--- config.mk ---
export PLATFORM = sky130hd
export DESIGN_NAME = uart_tx_arb_flat
export DESIGN_NICKNAME = d
export VERILOG_FILES = /design/src/rtl/uart_tx_arb_if.sv /design/src/rtl/uart_tx_arb.sv /design/src/flat_wrapper.sv
export SDC_FILE = /design/constraint.sdc
export NUM_CORES = 1
export LEC_CHECK = 0
export CELL_PAD_IN_SITES_DETAIL_PLACEMENT = 0
export CELL_PAD_IN_SITES_GLOBAL_PLACEMENT = 2
export CORE_UTILIZATION = 40
export CTS_BUF_LIST = sky130_fd_sc_hd__clkbuf_8
export CTS_CLUSTER_SIZE = 8
export DETAILED_ROUTE_END_ITERATION = 10
export DONT_BUFFER_PORTS = 1
export PLACE_DENSITY = 0.82
export SLEW_MARGIN = 10
export SYNTH_ARGS = -nofsm -noshare
export SYNTH_HDL_FRONTEND = slang
export SYNTH_SLANG_ARGS = --single-unit
--- constraint.sdc ---
create_clock -name clk -period 2.7 [get_ports clk]
set_input_delay 0.405 -clock clk [delete_from_list [all_inputs] [get_ports clk]]
set_output_delay 0.405 -clock clk [all_outputs]
set_load 0.01 [all_outputs]
--- src/rtl/uart_tx_arb_if.sv ---
// Byte-request and transmitter-side signals of the round-robin UART arbiter.
// master = requesters plus transmitter, slave = the arbiter itself.
interface uart_tx_arb_if #(
    parameter int N_REQ = 4
);
    localparam int GID_W = (N_REQ > 1) ? $clog2(N_REQ) : 1;

    logic [N_REQ-1:0]   req_valid;
    logic [8*N_REQ-1:0] req_data;
    logic [N_REQ-1:0]   req_ready;
    logic               baud_tick;
    logic               tx_busy;
    logic               tx_done;
    logic               tx_start;
    logic [7:0]         tx_data;
    logic [GID_W-1:0]   grant_id;
    logic               busy;
    logic               timeout_err;

    modport master (
        output req_valid, req_data, baud_tick, tx_busy, tx_done,
        input  req_ready, tx_start, tx_data, grant_id, busy, timeout_err
    );

    modport slave (
        input  req_valid, req_data, baud_tick, tx_busy, tx_done,
        output req_ready, tx_start, tx_data, grant_id, busy, timeout_err
    );
endinterface

--- src/rtl/uart_tx_arb.sv ---
// Round-robin arbiter feeding one byte per frame from N_REQ requesters to a UART
// transmitter, with launch hold-off, frame timeout and an inter-frame baud-tick gap.
module uart_tx_arb #(
    parameter int N_REQ       = 4,
    parameter int GAP_TICKS   = 1,
    parameter int TIMEOUT_CYC = 65535
) (
    input logic          clk,
    input logic          rst,
    uart_tx_arb_if.slave bus
);
    localparam int GID_W = (N_REQ > 1) ? $clog2(N_REQ) : 1;
    localparam int TO_W  = (TIMEOUT_CYC > 1) ? $clog2(TIMEOUT_CYC) : 1;

    typedef enum logic [1:0] {IDLE, START, WAIT_DONE, GAP} state_t;

    state_t           state;
    logic [GID_W-1:0] last_grant;
    logic [GID_W-1:0] grant_id_r;
    logic [7:0]       tx_data_r;
    logic [TO_W-1:0]  to_cnt;
    logic [3:0]       gap_cnt;

    logic             win_found;
    logic [GID_W-1:0] win_id;
    logic [N_REQ-1:0] win_onehot;
    logic [7:0]       win_byte;
    logic             to_expire;

    // Search starts just after the previous owner so every requester gets a turn.
    always_comb begin
        int idx;
        win_found = 1'b0;
        win_id    = '0;
        idx       = 0;
        for (int k = 1; k <= N_REQ; k++) begin
            idx = (int'(last_grant) + k) % N_REQ;
            if (!win_found && bus.req_valid[GID_W'(idx)]) begin
                win_found = 1'b1;
                win_id    = GID_W'(idx);
            end
        end
    end

    always_comb begin
        win_onehot = '0;
        if (win_found) win_onehot[win_id] = 1'b1;
    end

    always_comb begin
        win_byte = 8'h00;
        for (int i = 0; i < N_REQ; i++) begin
            if (win_id == GID_W'(i)) win_byte = bus.req_data[8*i +: 8];
        end
    end

    // A held reset must not look like an accepted byte to the requesters.
    assign bus.req_ready   = (state == IDLE && rst) ? win_onehot : '0;
    assign bus.tx_start    = (state == START) && !bus.tx_busy;
    assign to_expire       = (state == WAIT_DONE) && (to_cnt == TO_W'(TIMEOUT_CYC - 1))
                             && !bus.tx_done;
    assign bus.timeout_err = to_expire;
    assign bus.busy        = (state != IDLE);
    assign bus.tx_data     = tx_data_r;
    assign bus.grant_id    = grant_id_r;

    always_ff @(posedge clk or negedge rst) begin
        if (!rst) begin
            state      <= IDLE;
            last_grant <= GID_W'(N_REQ - 1);
            grant_id_r <= '0;
            tx_data_r  <= 8'h00;
            to_cnt     <= '0;
            gap_cnt    <= '0;
        end else begin
            case (state)
                IDLE: begin
                    if (win_found) begin
                        tx_data_r  <= win_byte;
                        grant_id_r <= win_id;
                        last_grant <= win_id;
                        state      <= START;
                    end
                end
                START: begin
                    if (!bus.tx_busy) begin
                        to_cnt <= '0;
                        state  <= WAIT_DONE;
                    end
                end
                WAIT_DONE: begin
                    to_cnt <= to_cnt + 1'b1;
                    if (bus.tx_done || to_expire) begin
                        gap_cnt <= '0;
                        state   <= (GAP_TICKS == 0) ? IDLE : GAP;
                    end
                end
                GAP: begin
                    if (bus.baud_tick) begin
                        if (gap_cnt == 4'(GAP_TICKS - 1)) state <= IDLE;
                        else gap_cnt <= gap_cnt + 1'b1;
                    end
                end
                default: state <= IDLE;
            endcase
        end
    end
endmodule

--- src/flat_wrapper.sv ---
// flat-port wrapper written by rule: the top's interface ports become plain ports
module uart_tx_arb_flat 
#(
    parameter int N_REQ       = 4,
    parameter int GAP_TICKS   = 1,
    parameter int TIMEOUT_CYC = 65535
)
  (clk, rst, bus_req_valid, bus_req_data, bus_baud_tick, bus_tx_busy, bus_tx_done, bus_req_ready, bus_tx_start, bus_tx_data, bus_grant_id, bus_busy, bus_timeout_err);
  uart_tx_arb_if #(.N_REQ(N_REQ)) bus_i ();
  input logic clk;
  input logic rst;
  input wire logic [$bits(bus_i.req_valid)-1:0] bus_req_valid;
  input wire logic [$bits(bus_i.req_data)-1:0] bus_req_data;
  input wire logic [$bits(bus_i.baud_tick)-1:0] bus_baud_tick;
  input wire logic [$bits(bus_i.tx_busy)-1:0] bus_tx_busy;
  input wire logic [$bits(bus_i.tx_done)-1:0] bus_tx_done;
  output wire logic [$bits(bus_i.req_ready)-1:0] bus_req_ready;
  output wire logic [$bits(bus_i.tx_start)-1:0] bus_tx_start;
  output wire logic [$bits(bus_i.tx_data)-1:0] bus_tx_data;
  output wire logic [$bits(bus_i.grant_id)-1:0] bus_grant_id;
  output wire logic [$bits(bus_i.busy)-1:0] bus_busy;
  output wire logic [$bits(bus_i.timeout_err)-1:0] bus_timeout_err;
  assign bus_i.req_valid = bus_req_valid;
  assign bus_i.req_data = bus_req_data;
  assign bus_i.baud_tick = bus_baud_tick;
  assign bus_i.tx_busy = bus_tx_busy;
  assign bus_i.tx_done = bus_tx_done;
  assign bus_req_ready = bus_i.req_ready;
  assign bus_tx_start = bus_i.tx_start;
  assign bus_tx_data = bus_i.tx_data;
  assign bus_grant_id = bus_i.grant_id;
  assign bus_busy = bus_i.busy;
  assign bus_timeout_err = bus_i.timeout_err;
  uart_tx_arb #(.N_REQ(N_REQ), .GAP_TICKS(GAP_TICKS), .TIMEOUT_CYC(TIMEOUT_CYC)) u_core (.clk(clk), .rst(rst), .bus(bus_i));
endmodule
[After elaboration in Yosys (flattened, before gate mapping)]
Cells that the tools add are included.
Cells by class
  $add $sub $neg: 6
  multipliers: 0
  divide/modulo/power cells: 0
  order comparisons: 6
  equal/unequal tests: 13
  shifts and indexed selects: 0
  muxes and demuxes: 40
  bitwise operators: 0
  reductions and logical operators: 24
Operators by type and width (count)
  $mux 8: 4
  $pmux 16 s2: 1
  $mux 4: 5
  $mux 2: 9
  $add 16x1->16 const B: 1
  $eq 16x16->1 const B: 1
  $lt 2x4->1 const B: 4
  $mux 16: 1
  $mux 1: 13
  $bmux 1 s2: 4
  $eq 2x2->1 const B: 4
  $logic_and 1x1->1: 8
  $ne 2x2->1 const B: 4
  $pmux 2 s4: 1
  $pmux 4 s2: 1
  $reduce_bool 2->1: 3
  $logic_not 1->1: 5
  $reduce_and 5->1: 1
  $add 2x1->2 const B: 2
  $add 2x2->2 const B: 2
  $add 4x1->4 const B: 1
  $eq 2x1->1 const B: 2
  $logic_not 2->1: 2
  $logic_not 4->1: 1
  other kinds (7): 9
Storage, ports and cells
  bits in registers: 34
  bits in latches: 0
  bits in writable memories: 0
  bits in read-only memories: 0
  input bits: 41
  output and inout bits: 17
  word-level logic and storage cells: 95
  memories kept: 0

[Logic depth before layout (Yosys ltp)]
Gate-level depths: netlist of run 1.
  word-level depth: 20
  mapped depth: 9
  depth with buffers taken out: 7

[Worst setup path before layout of run 1]
No wires, ideal clock.
  path type: register -> output
  from: register u_core.last_grant[1]
  to: output port bus_req_ready[3]
  arrival time: 1.585 ns
  data required time: 2.295 ns
  setup slack: 0.710 ns
  cell stages (with the launch flop): 6
  cell sequence: dfstp_2 > nand3b_1 > a31oi_2 > buf_4 > buf_4 > nor3b_1
Between the ends
  longest elaborated chain between the ends: 20
Ends and longest elaborated chain
  from (decl): RTL line uart_tx_arb.sv:18  | logic [GID_W-1:0] last_grant;
  from (signal assigned): RTL line uart_tx_arb.sv:70  | last_grant <= GID_W'(N_REQ - 1);
  from (signal assigned): RTL line uart_tx_arb.sv:81  | last_grant <= win_id;
  $add 2x1->2: RTL line uart_tx_arb.sv:37  | idx = (int'(last_grant) + k) % N_REQ;
  $bmux 1 s2: RTL line uart_tx_arb.sv:38  | if (!win_found && bus.req_valid[GID_W'(idx)]) begin
  $mux 1 (implied by the code) (2 in a row): RTL line uart_tx_arb.sv:38
  $mux 1: RTL line uart_tx_arb.sv:38
  $logic_not 1->1: RTL line uart_tx_arb.sv:38
  $logic_and 1x1->1: RTL line uart_tx_arb.sv:38
  $mux 1: RTL line uart_tx_arb.sv:38
  $logic_not 1->1: RTL line uart_tx_arb.sv:38
  (+3 left out)
  $logic_and 1x1->1: RTL line uart_tx_arb.sv:38
  $mux 2: RTL line uart_tx_arb.sv:38
  $lt 2x3->1 (implied by the code) / $ge 2x1->1 (equally long branches): RTL line uart_tx_arb.sv:47  | if (win_found) win_onehot[win_id] = 1'b1;
  $logic_and 1x1->1 (implied by the code): RTL line uart_tx_arb.sv:47
  $mux 1 (implied by the code): RTL line uart_tx_arb.sv:47
  $demux 1 s2
  $mux 4 *: RTL line uart_tx_arb.sv:47
  $mux 4 *: RTL line uart_tx_arb.sv:58  | assign bus.req_ready = (state == IDLE && rst) ? win_onehot : '0;
  to (decl): RTL line flat_wrapper.sv:17  | output wire logic [$bits(bus_i.req_ready)-1:0] bus_req_ready;
Every way passes the cells marked *; elsewhere a longest branch is shown, timed or not. The select of a mux whose other input is x is not followed.

[Final worst setup path of run 1]
  from: register u_core.state[0]
  to: output port bus_req_ready[3]
Between the ends
  longest elaborated chain between the ends: 3
Ends and longest elaborated chain
  from (decl): RTL line uart_tx_arb.sv:17  | state_t state;
  from (signal assigned): RTL line uart_tx_arb.sv:95  | state <= (GAP_TICKS == 0) ? IDLE : GAP;
  $logic_not 2->1: RTL line uart_tx_arb.sv:58
  $logic_and 1x1->1: RTL line uart_tx_arb.sv:58
  $mux 4: RTL line uart_tx_arb.sv:58
Every way passes these cells.

==> results_dict.tcl, run 1 <==
set metrics [dict create \
    status "finished, final reports clean" \
    drive_above_1_share_pct 13.6 \
    path_clk_slew_ns 0.07 \
    hold_violations 0 \
    drt_iter0_drc 58 \
    setup_viol 0 \
    cts_setup_buffers 0 \
    cts_buffers 5 \
    ys.flop_type "dfrtp_1" \
    ctsResizeCount 0 \
    tritoncts "done" \
    drv_cap 0 \
    cts_htree_levels 2 \
    antenna_cells 0 \
    worstSkewPairLatency_ns 0.28 \
    crit_path_start_kind "flip-flop" \
    power_density_mw_per_mm2 911 \
    nFillCells 486 \
    syn_nets 263 \
    worst_hold_path_type "in2reg" \
    hold_start "bus_req_data[14]" \
    finClkSkew_ns 0.00214 \
    initial_core_util_pct 42.7 \
    slew_headroom_pct 59.8 \
    overflow 0 \
    reg2reg_from "u_core.state[0]" \
    synthCells 213 \
    rsz0062_at_grt "no" \
    track_usage_pct 17.1 \
    crit_type "reg2out" \
    path_max_fanout 6 \
    mostFrequentLayoutCells "dfrtp_1 (32), nand2_1 (19), nor2_1 (17)" \
    place_hpwl_mm 3.31 \
    async_flop_share_pct 100 \
    grt_pass1_wl_mm 7.09 \
    min_period_over_period_pct 92.9 \
    root_buffer "clkbuf_8" \
    gp_congestion 0.783 \
    ys_seq_area_share_pct 40.9 \
    power_mw 2.07 \
    cp_data_required_time_ns 2.30 \
    postSynthRegisterBits 34 \
    fin_setup_tns_ns 0 \
    grt_pass1_vias 1574 \
    period_minus_slack_ns 2.51 \
    io_buffers 0 \
    cp_data_arrival_time_ns 2.10 \
    area_growth_syn_to_layout_pct 9.12 \
    worstSetupEndpointType "primary output" \
    ios 58 \
    routed_wl_mm 4.42 \
    vias 1554 \
    crit_start "u_core.state[0]" \
    instances_no_fill 287 \
    grt_max_degree 35 \
    drtAntennaViolNets 0 \
    dieArea_sq_mm 0.00551 \
    synth_area_sq_mm 0.00209 \
    chipHeight_um 74.2 \
    worst_slew_pin_slew_ns 0.602 \
    power.leakage_nw 0.979 \
    synth-edff-count 0 \
    report.final.slew_viol_count 0 \
    ys_types 46 \
    layout.nets 269 \
    clock_sinks 34 \
    dp.cells 277 \
    timing.fmax_mhz 399 \
    drc_errors 0 \
    drt-pass1-iter-count 4 \
    core_area_sq_mm 0.00488 \
    antenna_found_initial 0 \
    clock_path_buffers 2 \
    synth.avg_cell_area_sq_um 9.79 \
    die_w_um 74.2 \
    yosysWarnings 0 \
    final_common_cell "dfrtp_1" \
    viasPerCell 5.41 \
    ir_drop_uv 350 \
    wire_per_inst_um 15.4 \
    row_count 25 \
]
## power by group
group	leakage [nW]	switching [mW]	internal, mW
registers	0.432	0.161	0.665
clock network	0.0524	0.178	0.202
logic	0.495	0.474	0.394
## routing by layer
layer | track usage, % | vias up | part of all wire, %
met5 | 0 | - | 0
li1 | - | 770 | -
met4 | 7.13 | 0 | 1.1
met3 | 5.28 | 5 | 5.1
met1 | 22.1 | 750 | 45
met2 | 26.8 | 29 | 49
## critical path: stages, from the launching register on
cell     delay (ns)
dfrtp_1        0.41
inv_1          0.12
ha_1           0.23
inv_1          0.12
nor2_1         0.38
nand2_1        0.16
nor3b_1        0.41
## sequential cells by signal, indices dropped and copies added, names as in the netlist
register	cells
u_core.bus.grant_id	2
u_core.bus.tx_data	8
u_core.state	2
u_core.gap_cnt	4
u_core.to_cnt	16
u_core.last_grant	2
## what timing repair did
item | in CTS | in global routing
endpoints found under the hold margin | 34 | 0
hold buffers | 2 | 0
setup endpoints to repair | 0 | 0
## final cells by class
| cell class | count | area (sq um) | share of cell area [%] |
|---|---|---|---|
| Clock inverter | 2 | 8.76 | 0.385 |
| Multi-Input combinational cell | 164 | 1160 | 51.0 |
| Inverter | 9 | 33.8 | 1.48 |
| Timing Repair Buffer | 5 | 52.6 | 2.31 |
| Sequential cell | 34 | 853 | 37.5 |
| Tap cell | 67 | 83.8 | 3.68 |
| Clock buffer | 6 | 82.6 | 3.63 |
## cells by family after synthesis
group           after synthesis  synth area share [%]
fa+ha+maj                     9                  5.40
buf+inv                      15                  3.42
xor+xnor                     10                  4.20
flops                        34                  40.9
mux                          19                  9.66
simple gates                 78                  20.9
compound gates               48                  15.5
## final timing paths
kind	slack, ns	cells after the start	end
setup / recovery	0.19	6	bus_req_ready[3]
hold / removal	0.34	2	u_core.bus.tx_data[6]
setup reg to reg	0.55	7	u_core.state[1]
hold reg to reg	0.55	1	u_core.to_cnt[0]
max in group asynchronous	1.87	2	u_core.last_grant[1]
min in group asynchronous	0.59	2	u_core.bus.tx_data[5]
## metrics by stage
step,util [%],instance area [sq um],hold slack [ns],worst slack [ns]
global route,46.6,2280,0.330,0.0466
detailed placement,44.2,2150,0.111,0.496
global placement,44.2,2150,0.111,0.561
CTS,46.6,2280,0.331,0.181
finish,46.6,2280,0.338,0.191
floorplan,-,2090,0.109,0.710
## synthesized netlist by cell type, types with 2 or more instances
cell      count  area, sq um
a21boi_1      3         22.5
a21o_1        3         22.5
a21oi_1      10         50.1
and2_1        2         12.5
and4_1        2         17.5
buf_4         2         15.0
clkbuf_1      3         11.3
dfrtp_1      32          801
dfstp_2       2         52.6
ha_1          9          113
inv_1         9         33.8
mux2_2        9          101
mux2i_1      10          100
nand2_1      19         71.3
nand2b_1      4         25.0
nand3_1       6         30.0
nand4_1       3         18.8
nor2_1       17         63.8
nor2b_1       3         18.8
nor3_1        2         10.0
nor3b_1       3         22.5
nor4_1        2         12.5
o211ai_2      2         25.0
o21a_1        4         30.0
o21ai_0      11         55.1
o21bai_1      2         15.0
o22ai_1       7         43.8
or3_1         6         37.5
xnor2_1       2         17.5
xor2_1        8         70.1
Power figures use the tool's default switching activity.
==> run 2, diff against run 1 <==
--- a/config.mk
+++ b/config.mk
@@ -12,6 +12,7 @@
 export CTS_CLUSTER_SIZE = 8
 export DETAILED_ROUTE_END_ITERATION = 10
 export DONT_BUFFER_PORTS = 1
+export GPL_ROUTABILITY_DRIVEN = 0
 export PLACE_DENSITY = 0.82
 export SLEW_MARGIN = 10
 export SYNTH_ARGS = -nofsm -noshare
==> results of run 2 <==
No change in the layout: final DEF, timing and power equal those of run 1.
